<file path="src/rtl/uart_rx_fifo_pkg.sv">
// uart_rx_fifo_pkg: shared widths, FIFO defaults and the push/pop arbitration helper.
// Rev 1.0
`default_nettype none

package uart_rx_fifo_pkg;

  localparam int BYTE_W        = 8;
  localparam int RX_FIFO_DEPTH = 16;
  localparam int RX_FIFO_AW    = 4;

  typedef logic [BYTE_W-1:0] byte_t;

  typedef struct packed {
    logic wr;
    logic rd;
    logic drop;
  } fifo_op_t;

  // A pop frees a slot in the same cycle, so a push into a full FIFO is kept when it coincides with a pop.
  function automatic fifo_op_t fifo_op(input logic push, input logic rd_req,
                                       input logic empty, input logic full);
    fifo_op_t op;
    op.rd   = rd_req & ~empty;
    op.wr   = push & (~full | op.rd);
    op.drop = push & full & ~op.rd;
    return op;
  endfunction

endpackage

`default_nettype wire

</file>
<file path="src/rtl/uart_rx_fifo_if.sv">
// uart_rx_fifo_if: receiver-side byte capture and consumer read port of the RX FIFO.
// Rev 1.0
`default_nettype none

interface uart_rx_fifo_if
  import uart_rx_fifo_pkg::*;
#(
  parameter int AW = RX_FIFO_AW
);

  logic          i_rx_done;
  byte_t         i_rx_result;
  logic          i_rd_ready;
  logic          i_clr_overflow;
  logic          o_rd_valid;
  byte_t         o_rd_data;
  logic [AW:0]   o_count;
  logic          o_overflow;

  modport slave (
    input  i_rx_done, i_rx_result, i_rd_ready, i_clr_overflow,
    output o_rd_valid, o_rd_data, o_count, o_overflow
  );

  modport master (
    output i_rx_done, i_rx_result, i_rd_ready, i_clr_overflow,
    input  o_rd_valid, o_rd_data, o_count, o_overflow
  );

endinterface

`default_nettype wire

</file>
<file path="src/rtl/uart_rx_fifo_sync_2ff.sv">
// sync_2ff: two-flop single-bit synchroniser with a configurable reset value.
// Rev 1.0
`default_nettype none

module sync_2ff #(
  parameter logic RST_VAL = 1'b1
) (
  input  wire logic clk,
  input  wire logic rst_n,
  input  wire logic i_d,
  output logic      o_q
);

  logic r_s1;
  logic r_s2;

  always_ff @(posedge clk or negedge rst_n) begin
    if (!rst_n) begin
      r_s1 <= RST_VAL;
      r_s2 <= RST_VAL;
    end else begin
      r_s1 <= i_d;
      r_s2 <= r_s1;
    end
  end

  assign o_q = r_s2;

endmodule

`default_nettype wire

</file>
<file path="src/rtl/uart_rx_fifo.sv">
// uart_rx_fifo: captures each completed UART byte on the rx_done rising edge into a FWFT FIFO.
// Rev 1.0
`default_nettype none

module uart_rx_fifo
  import uart_rx_fifo_pkg::*;
#(
  parameter int DEPTH = RX_FIFO_DEPTH,
  parameter int AW    = RX_FIFO_AW
) (
  input  wire logic       clk,
  input  wire logic       rst_n,
  uart_rx_fifo_if.slave   bus
);

  localparam logic [AW:0] c_FULL = (AW+1)'(DEPTH);

  logic          w_done_s2;
  logic          r_done_s3;
  logic          w_push;
  logic          w_empty;
  logic          w_full;
  fifo_op_t      w_op;

  byte_t         r_mem [DEPTH];
  logic [AW-1:0] r_wr_ptr;
  logic [AW-1:0] r_rd_ptr;
  logic [AW:0]   r_count;
  logic          r_overflow;

  sync_2ff #(.RST_VAL(1'b1)) u_done_sync (
    .clk   (clk),
    .rst_n (rst_n),
    .i_d   (bus.i_rx_done),
    .o_q   (w_done_s2)
  );

  // Data is not synchronised: the receiver holds rx_result for a baud period after done rises.
  assign w_push  = w_done_s2 & ~r_done_s3;
  assign w_empty = (r_count == '0);
  assign w_full  = (r_count == c_FULL);
  assign w_op    = fifo_op(w_push, bus.i_rd_ready, w_empty, w_full);

  always_ff @(posedge clk or negedge rst_n) begin
    if (!rst_n) begin
      r_done_s3  <= 1'b1;
      r_wr_ptr   <= '0;
      r_rd_ptr   <= '0;
      r_count    <= '0;
      r_overflow <= 1'b0;
    end else begin
      r_done_s3 <= w_done_s2;
      if (w_op.wr) r_wr_ptr <= r_wr_ptr + 1'b1;
      if (w_op.rd) r_rd_ptr <= r_rd_ptr + 1'b1;
      if (w_op.wr && !w_op.rd)      r_count <= r_count + 1'b1;
      else if (w_op.rd && !w_op.wr) r_count <= r_count - 1'b1;
      if (w_op.drop)                r_overflow <= 1'b1;
      else if (bus.i_clr_overflow)  r_overflow <= 1'b0;
    end
  end

  always_ff @(posedge clk) begin
    if (w_op.wr) r_mem[r_wr_ptr] <= bus.i_rx_result;
  end

  assign bus.o_rd_valid = ~w_empty;
  assign bus.o_rd_data  = w_empty ? '0 : r_mem[r_rd_ptr];
  assign bus.o_count    = r_count;
  assign bus.o_overflow = r_overflow;

endmodule

`default_nettype wire
</file>
<file path="src/flat_wrapper.sv">
// flat-port wrapper written by rule: the top's interface ports become plain ports
module uart_rx_fifo_flat import uart_rx_fifo_pkg::*;
#(
  parameter int DEPTH = RX_FIFO_DEPTH,
  parameter int AW    = RX_FIFO_AW
)
  (clk, rst_n, bus_i_rx_done, bus_i_rx_result, bus_i_rd_ready, bus_i_clr_overflow, bus_o_rd_valid, bus_o_rd_data, bus_o_count, bus_o_overflow);
  uart_rx_fifo_if #(.AW(AW)) bus_i ();
  input  wire logic clk;
  input  wire logic rst_n;
  input wire logic [$bits(bus_i.i_rx_done)-1:0] bus_i_rx_done;
  input wire logic [$bits(bus_i.i_rx_result)-1:0] bus_i_rx_result;
  input wire logic [$bits(bus_i.i_rd_ready)-1:0] bus_i_rd_ready;
  input wire logic [$bits(bus_i.i_clr_overflow)-1:0] bus_i_clr_overflow;
  output wire logic [$bits(bus_i.o_rd_valid)-1:0] bus_o_rd_valid;
  output wire logic [$bits(bus_i.o_rd_data)-1:0] bus_o_rd_data;
  output wire logic [$bits(bus_i.o_count)-1:0] bus_o_count;
  output wire logic [$bits(bus_i.o_overflow)-1:0] bus_o_overflow;
  assign bus_i.i_rx_done = bus_i_rx_done;
  assign bus_i.i_rx_result = bus_i_rx_result;
  assign bus_i.i_rd_ready = bus_i_rd_ready;
  assign bus_i.i_clr_overflow = bus_i_clr_overflow;
  assign bus_o_rd_valid = bus_i.o_rd_valid;
  assign bus_o_rd_data = bus_i.o_rd_data;
  assign bus_o_count = bus_i.o_count;
  assign bus_o_overflow = bus_i.o_overflow;
  uart_rx_fifo #(.DEPTH(DEPTH), .AW(AW)) u_core (.clk(clk), .rst_n(rst_n), .bus(bus_i));
endmodule
</file>
<file path="config.mk">
export PLATFORM = sky130hd
export DESIGN_NAME = uart_rx_fifo_flat
export DESIGN_NICKNAME = d
export VERILOG_FILES = /design/src/rtl/uart_rx_fifo_pkg.sv /design/src/rtl/uart_rx_fifo_if.sv /design/src/rtl/uart_rx_fifo_sync_2ff.sv /design/src/rtl/uart_rx_fifo.sv /design/src/flat_wrapper.sv
export SDC_FILE = /design/constraint.sdc
export NUM_CORES = 1
export LEC_CHECK = 0
export CAP_MARGIN = 30
export CORE_AREA = 2 2 134 169
export CTS_BUF_LIST = sky130_fd_sc_hd__clkbuf_4 sky130_fd_sc_hd__clkbuf_8
export CTS_CLUSTER_SIZE = 20
export DETAILED_ROUTE_END_ITERATION = 8
export DIE_AREA = 0 0 136 171
export GPL_TIMING_DRIVEN = 0
export SLEW_MARGIN = 15
export SYNTH_ARGS = -nofsm -noshare
export SYNTH_HDL_FRONTEND = slang
export SYNTH_HIERARCHICAL = 1
export SYNTH_SLANG_ARGS = --single-unit
</file>
<file path="constraint.sdc">
create_clock -name clk -period 6.5 [get_ports clk]
set_input_delay 1.625 -clock clk [delete_from_list [all_inputs] [get_ports clk]]
set_output_delay 1.625 -clock clk [all_outputs]
set_load 0.05 [all_outputs]
</file>
After elaboration in Yosys (flattened, before gate mapping)
Memory sizes are Yosys's and may differ from the RTL's. Index checks and enable logic that the tools add are counted.

Register bits after elaboration: 17. Bits in writable memories: 128. Output and inout port bits: 15. Logic and storage cells: 37. Memories kept: 1.

Memory list: u_core.r_mem (words 16, width 8, rd ports 1, clocked after Yosys merged registers in 0, wr ports 1, line uart_rx_fifo.sv:25) `byte_t r_mem [DEPTH];`.

Add/sub/neg operators: 4. Equality and inequality tests: 1. Multiplexer cells: 7. Bitwise gates (word level): 10. Reduce and logical (&&, ||, !) cells: 7.

Operators with widths (count): 2-to-1 mux 5 bit (2); adder 4 x 1 -> 4 bit (second input constant) (2); 2-to-1 mux 8 bit (1); adder 5 x 1 -> 5 bit (second input constant) (1); bitwise AND 1 bit (5); == test 5 bit (second input constant) (1); logical NOT 5 bit (1); subtractor 5 x 1 -> 5 bit (second input constant) (1); 2-to-1 mux 1 bit (4); NOT 1 bit (4); nonzero test 2 bit (2); logical AND 1 bit (2); logical NOT 1 bit (2); bitwise OR 1 bit (1).

Longest topological paths before layout
Gate-level depths: netlist of the first run.

Word-level depth: 9. Gate-level depth with buffers: 10. Gate-level depth less buffers: 10.

By module
The synthesis of the first run kept the hierarchy.

By module, submodules not included: uart_rx_fifo (instances 1, cells an instance 299, area an instance 5933.2 sq um, sequential area each 4220.3 sq um); sync_2ff (instances 1, cells an instance 2, area an instance 52.6 sq um, sequential area each 52.6 sq um).

Least setup slack after synthesis of the first run
No wires, ideal clock.

Kind: register -> output. From: register u_core.r_count[0] (netlist: u_core/bus.o_count[0]). To: output bus_o_rd_data[0]. Arrival: 2.108 ns. Required time: 4.875 ns. Path slack: 2.767 ns. Cell stages (with the launch flop): 6. Cell sequence: dfrtp_1 -> nor4_1 -> nand2b_1 -> buf_4 -> o21ai_0 -> a21oi_1.

Longest elaborated chain between the ends: 2.

Ends and longest elaborated chain: start: declaration (line uart_rx_fifo.sv:28) `logic [AW:0] r_count;`; start signal: assignment (line uart_rx_fifo.sv:55) `if (w_op.wr && !w_op.rd) r_count <= r_count + 1'b1;`; start signal: assignment (line uart_rx_fifo.sv:56) `else if (w_op.rd && !w_op.wr) r_count <= r_count - 1'b1;`; logical NOT 5 bit (line uart_rx_fifo.sv:40) `assign w_empty = (r_count == '0);`; 2-to-1 mux 8 bit (line uart_rx_fifo.sv:67) `assign bus.o_rd_data = w_empty ? '0 : r_mem[r_rd_ptr];`; end: declaration (line flat_wrapper.sv:16) `output wire logic [$bits(bus_i.o_rd_data)-1:0] bus_o_rd_data;`.

No other way between the ends.

Worst setup path after layout of the first run
From: register u_core.r_rd_ptr[1]. To: output bus_o_rd_data[2].

Longest elaborated chain between the ends: 2.

Ends and longest elaborated chain: start: declaration (line uart_rx_fifo.sv:27) `logic [AW-1:0] r_rd_ptr;`; start signal: assignment (line uart_rx_fifo.sv:54) `if (w_op.rd) r_rd_ptr <= r_rd_ptr + 1'b1;`; memory (16 x 8 bit); 2-to-1 mux 8 bit (line uart_rx_fifo.sv:67).

No other way between the ends.

==> metrics.txt, run 1 <==
status=completed; vias per inst=between 4 and 5; max-slew violations=0; cell taking the most area after synthesis=edfxtp_1; Diodes inserted=0; largest cells by area after synthesis=edfxtp_1 64%, mux4_2 8.3%, dfrtp_1 5.9%, mux4_1 4.4%, ha_1 1.9%; asr flop ratio synth=0.117; Die ar.=23300 um2; fin crit period=about 4.6 ns; DRT Pass-1 Iters=4; Core Rows=between 60 and 70; WL per Instance=19.0 um; Max-Cap Viols=0; Placed Cells=slightly above 600; RePlAce Congestion=0.756; post-layout net count=376; clk slew on worst S/H paths=0.09 ns; DRT iter0 DRCs=222; ys flop type=edfxtp_1; Worst EP arrival=3.01 ns; DP Worst Slack=1.57 ns; hold path start=u_core/u_done_sync/r_s1; Clock Sinks=145; setup TNS=0 ns; number of global-route vias before repair=3213; Root Buffer=clkbuf_8; Tot GR Track Use=0.114; total grt overflow=0; final hold violation count=0; RR Startpoint=u_core/bus.o_count[0]; antenna violations before repair=0; H-tree lvl count=4; Worst-Skew Late Latency=0.45 ns; area share of the largest cell type after synthesis=0.642; first-pass GRT wire length=about 19000 um; Worst Setup SP=u_core/r_rd_ptr[1]; post-CTS setup buffer count=0; Tcrit/Tclk final=0.714; cts hold-fix bufs=0; yosys warns=6; Post-Route Skew=0.0156 ns; Setup crit start kind=flip-flop; Chip Width=around 140 um; Final Total Pwr=~3.1 mW; syn avg cell area=19.9 um2; share of layout cells above drive strength 1=0.260; final setup vio count=0; height of the chip=171 um; worst min path class=flip-flop to flip-flop; worst setup margin=1.86 ns; post-DP HPWL=roughly 8200 um; Clock Tree Buf Depth=2; synthesized area=5990 um2; Synth Instances=301; DRT Wirelength=roughly 12000 um; Max FO, Critical Path=10; Seq/Total Area, Yosys=0.714; Core Region=21800 um2; initial core utilization=0.274; drc violations=0; Leak Pwr=approximately 2.3 nW; Worst Setup End Kind=output pin; Pwr per Cell Area=438 nW/um2; synthesis-to-layout area growth=18.6%; largest net degree at the start of global routing=18; Post-Route Utilization=0.325; Post-synth EDFFs=128; vias after detailed routing=2985; RSZ-0062 raised after global routing=false; Syn Nets=324; Final ANT Viol Nets=0; Worst Max-Slew Pin Slew=0.846 ns; peak supply drop=~0.00037 V; Top Ports=28; worst endpoint required time=just under 5 ns; post_cts resized=0; CTS tree=yes; Peak Freq=216 MHz; IO Port Bufs=27; Synth cell types=38; CTS Buf Count=17; CP Class=flip-flop to output pin; max_slew headroom=0.434; non-filler cells, final=649; synthesized flop and latch total=around 150
layout by cell type (no fill, tap or decap), types with 2 or more instances in the layout:
master | netlist | routed
nor4bb_2 | 0 | 2
clkinv_4 | 0 | 4
buf_4 | 5 | 11
o21ai_1 | 4 | 4
mux4_1 | 10 | 10
and4_1 | 4 | 4
mux2i_1 | 9 | 9
nand3_1 | 3 | 3
o21ai_0 | 8 | 8
a21oi_1 | 10 | 10
a21o_1 | 2 | 2
dfstp_2 | 3 | 3
nand2_1 | 8 | 8
clkbuf_8 | 0 | 17
xnor2_1 | 8 | 8
buf_2 | 4 | 4
and2_1 | 4 | 4
nor3b_2 | 0 | 4
inv_6 | 0 | 7
mux2_2 | 10 | 10
dfrtp_1 | 14 | 14
clkbuf_1 | 3 | 3
ha_1 | 9 | 9
nand2b_1 | 2 | 2
edfxtp_1 | 128 | 128
buf_6 | 3 | 3
mux4_2 | 22 | 22
nor4bb_4 | 0 | 2
clkdlybuf4s50_1 | 0 | 27
inv_1 | 5 | 5
nor3_1 | 3 | 3
stage by stage:
step / hold WS (ns) / area (um2)
2_1_floorplan: 0.345 / 5990
3_3_place_gp: 0.347 / 6610
3_5_place_dp: 0.353 / 6720
4_1_cts: 0.362 / 7100
5_1_grt: 0.369 / 7100
6_report: 0.352 / 7100
cells in the mapped netlist (4+ instances only):
cell,number
dfrtp_1,14
inv_1,5
mux4_2,22
a21oi_1,10
nand2_1,8
buf_2,4
o21ai_1,4
ha_1,9
nor4bb_1,4
o21ai_0,8
buf_4,5
mux2i_1,9
and2_1,4
and4_1,4
mux2_2,10
mux4_1,10
nor3b_1,4
edfxtp_1,128
xnor2_1,8
cells by family after synthesis:
family / share of synthesized area
flops: 0.714
mux: 0.161
simple gates: 0.0385
compound gates: 0.0257
buf+inv: 0.0261
fa+ha+maj: 0.0222
xor+xnor: 0.0132
critical path, stage by stage (launching register included):
cell and delay, ns:
dfrtp_1 0.37, buf_6 0.16, buf_12 0.16, mux4_2 0.53, mux2_2 0.29, o21ai_0 0.25
a21oi_1 0.08, clkdlybuf4s50_1 0.72
state kept, by name, indices dropped and copies added (netlist names):
signal                   cells
u_core/r_mem               128
u_core/bus.o_count           5
u_core/r_rd_ptr              4
u_core/r_wr_ptr              4
u_core/bus.o_overflow        1
u_core/r_done_s3             1
u_core/u_done_sync/o_q       1
u_core/u_done_sync/r_s1      1
report_power, final:
group	leakage (nW)	total (mW)	internal, mW	switching, mW
clock	0.195	0.683	0.315	0.369
sequential	1.35	1.15	1.10	0.0524
combinational	0.800	1.27	0.545	0.729
path summary, 6_finish.rpt:
check | depth (start not counted) | to | slack [ns]
max in group asynchronous | 1 | u_core/r_wr_ptr[2] | 4.31
min | 0 | u_core/u_done_sync/o_q | 0.35
max | 7 | bus_o_rd_data[2] | 1.86
max reg2reg | 9 | u_core/bus.o_count[4] | 3.12
min reg2reg | 0 | u_core/u_done_sync/o_q | 0.35
min in group asynchronous | 1 | u_core/bus.o_count[2] | 1.65
cell type report:
type | count | area [um2]
Clock inverter | 15 | 150
Inverter | 5 | 18.8
Fill cell | 2112 | 14700
Multi-Input combinational cell | 134 | 1620
Sequential cell | 145 | 4270
Tap cell | 283 | 354
Clock buffer | 17 | 234
Timing Repair Buffer | 33 | 315
Buffer | 17 | 138
metal layers:
metal  track usage  routed length (um)  vias up
met2         0.195                6450       73
met1         0.137                5130     1564
li1              -                   -     1334
met4        0.0399                 212        0
met3        0.0308                 527       14
met5             0                   0        -
No activity file was read; power rests on OpenSTA's default activity.
==> run 2, diff against run 1 <==
==> constraint.sdc (replaced) <==
create_clock -name clk -period 4.7 [get_ports clk]
set_input_delay 1.175 -clock clk [delete_from_list [all_inputs] [get_ports clk]]
set_output_delay 1.175 -clock clk [all_outputs]
set_load 0.05 [all_outputs]
==> results of run 2 <==
The final DEF is identical to that of run 1. Status: completed.
Main changes from that run: setup slack after placement 1.57 ns -> 0.220 ns; setup slack after layout 1.86 ns -> 0.511 ns; register-to-register setup slack 3.12 ns -> 1.32 ns; total power 3.11 mW -> 4.30 mW; worst IR drop on VDD 0.000370 V -> 0.000512 V
==> run 3, diff against run 2 <==
--- a/config.mk
+++ b/config.mk
@@ -7,11 +7,12 @@
 export LEC_CHECK = 0
 export CAP_MARGIN = 30
 export CORE_AREA = 2 2 134 169
-export CTS_BUF_LIST = sky130_fd_sc_hd__clkbuf_4 sky130_fd_sc_hd__clkbuf_8
+export CTS_BUF_LIST = sky130_fd_sc_hd__clkbuf_4
 export CTS_CLUSTER_SIZE = 20
 export DETAILED_ROUTE_END_ITERATION = 8
 export DIE_AREA = 0 0 136 171
 export GPL_TIMING_DRIVEN = 0
+export SETUP_SLACK_MARGIN = 0.05
 export SLEW_MARGIN = 15
 export SYNTH_ARGS = -nofsm -noshare
 export SYNTH_HDL_FRONTEND = slang
==> constraint.sdc (replaced) <==
create_clock -name clk -period 5.3 [get_ports clk]
set_input_delay 1.325 -clock clk [delete_from_list [all_inputs] [get_ports clk]]
set_output_delay 1.325 -clock clk [all_outputs]
set_load 0.05 [all_outputs]
==> metrics.txt, run 3 (synthesis gave the netlist of run 1 again) <==
status=completed; DRT Wirelength=12200 um (-0.86%); Worst EP arrival=3.11 ns (+0.10 ns); RePlAce Congestion=0.756 (unchanged); antenna violations before repair=1 (+1); Fill cells=2125 (+0.62%); Worst Setup End Kind=output pin; non-filler cells, final=650 (+0.15%); DRT iter0 DRCs=255 (+15%); most frequent cells in the layout=128 x edfxtp_1, 27 x clkdlybuf4s50_1, 22 x mux4_2; post-DP HPWL=8250 um (unchanged); vias per inst=4.58 (-0.49%); Final Total Pwr=3.65 mW; Reg2Reg Depth=9 (unchanged); share of layout cells above drive strength 1=0.260 (unchanged); Multi-input gate area=1620 um2 (unchanged); Tot GR Track Use=0.112 (-0.00138); max_slew headroom=0.447 (+0.0129); height of the chip=171 um (unchanged); Leak Pwr=2.30 nW (-1.9%); DRT Pass-1 Iters=4 (unchanged); Peak Freq=226 MHz; Top Ports=28 (unchanged); Clock Tree Buf Depth=2 (unchanged); CP Class=flip-flop to output pin; Core Rows=61 (unchanged); Clock Sinks=145 (unchanged); CP max-delay cell=clkdlybuf4s50_1; number of global-route vias before repair=3215 (+0.062%); post-layout net count=376 (unchanged); worst setup margin=between 0.8 and 0.9 ns; final setup vio count=0 (unchanged); initial core utilization=0.274 (unchanged); final hold violation count=0 (unchanged); total grt overflow=0 (unchanged); RSZ-0062 raised after global routing=false; Post-Route Utilization=0.321 (-0.00476); H-tree lvl count=4 (unchanged); Most flops, register=u_core/r_mem; Worst-Skew Late Latency=0.54 ns (+0.09 ns); Setup crit start kind=flip-flop; worst endpoint required time=3.97 ns; Pwr per Cell Area=521 nW/um2; CTS tree=yes; WL per Instance=18.8 um (-1.0%); Post-Route Skew=0.0288 ns (+0.0132 ns); Worst path max stage delay=0.72 ns (about the same); IO Port Bufs=27 (unchanged); post_cts resized=0 (unchanged); Hold Path Stages=0 (unchanged); post-CTS setup buffer count=0 (unchanged); Max-Cap Viols=0 (unchanged); setup TNS=0 ns (unchanged); max-slew violations=0 (unchanged); number of flip-flops in the largest register=128 (unchanged); Core Region=21800 um2 (unchanged); fin crit period=4.43 ns; clk slew on worst S/H paths=0.14 ns (+0.05 ns); peak supply drop=0.000451 V; Tcrit/Tclk final=0.836; Root Buffer=clkbuf_4; storage element area=4270 um2 (unchanged); first-pass GRT wire length=18900 um (-0.22%); Die ar.=23300 um2 (unchanged); DP Worst Slack=0.670 ns; largest net degree at the start of global routing=18 (unchanged); Worst Max-Slew Pin Slew=0.827 ns (-0.0193 ns); vias after detailed routing=2975 (-0.34%); CTS Buf Count=17 (unchanged); Final ANT Viol Nets=0 (unchanged); synthesis-to-layout area growth=16.9%; CP Cell Sequence=buf_2 -> buf_4 -> mux4_2 -> mux2i_1 -> a21oi_1 -> clkdlybuf4s50_1; Placed Cells=617 (unchanged); worst min path class=flip-flop to flip-flop; Max FO, Critical Path=10 (unchanged); cts hold-fix bufs=0 (unchanged); commonest non-fill, non-tap cell in the layout=edfxtp_1; Chip Width=136 um (unchanged); drc violations=0 (unchanged)
## run 3: cell count changes in the layout (fill, tap and decap cells not counted), sizes merged
cell   before  now
diode       0    1
## run 3: path summary, 6_finish.rpt
path                                         start                      to  slack (ns)
setup / recovery                u_core/r_rd_ptr[0]        bus_o_rd_data[4]        0.87
max in group asynchronous                    rst_n      u_core/r_wr_ptr[2]        3.52
setup reg to reg             u_core/bus.o_count[0]   u_core/bus.o_count[4]        1.90
hold reg to reg            u_core/u_done_sync/r_s1  u_core/u_done_sync/o_q        0.36
min in group asynchronous                    rst_n   u_core/bus.o_count[2]        1.25
hold / removal             u_core/u_done_sync/r_s1  u_core/u_done_sync/o_q        0.36
## run 3: worst max-delay path, delay by kind of cell, from the launching register on
kind	cells	cell delay [ns]
compound gates	1	0.14
mux	2	0.73
buf+inv	3	1.34
flops	1	0.37
## run 3: through the flow
| stage | cell area [um2] | hold slack, ns |
|---|---|---|
| 2_1_floorplan | 5990 | 0.345 |
| 3_3_place_gp | 6610 | 0.347 |
| 3_5_place_dp | 6720 | 0.353 |
| 4_1_cts | 7000 | 0.365 |
| 5_1_grt | 7000 | 0.365 |
| 6_report | 7000 | 0.358 |
## run 3: area by class of cell
| class | instances | area share |
|---|---|---|
| Timing Repair Buffer | 33 | 0.0451 |
| Buffer | 17 | 0.0197 |
| Sequential cell | 145 | 0.611 |
| Clock buffer | 17 | 0.0182 |
| Tap cell | 283 | 0.0506 |
| Clock inverter | 15 | 0.0215 |
| Inverter | 5 | 0.00268 |
| Antenna cell | 1 | 0.000358 |
| Multi-Input combinational cell | 134 | 0.231 |
## run 3: report_power, final
part	total, mW	internal [mW]	switching (mW)
Sequential	1.41	1.35	0.0639
Clock	0.675	0.248	0.427
Combinational	1.56	0.669	0.892
Total	3.65	2.26	1.38
## run 3: metal layers
layer,vias to the layer above,wire length (um),track usage
li1,1338,-,-
met1,1563,5240,0.136
met2,61,6340,0.194
met3,13,397,0.0246
met4,0,232,0.0444
met5,-,0,0
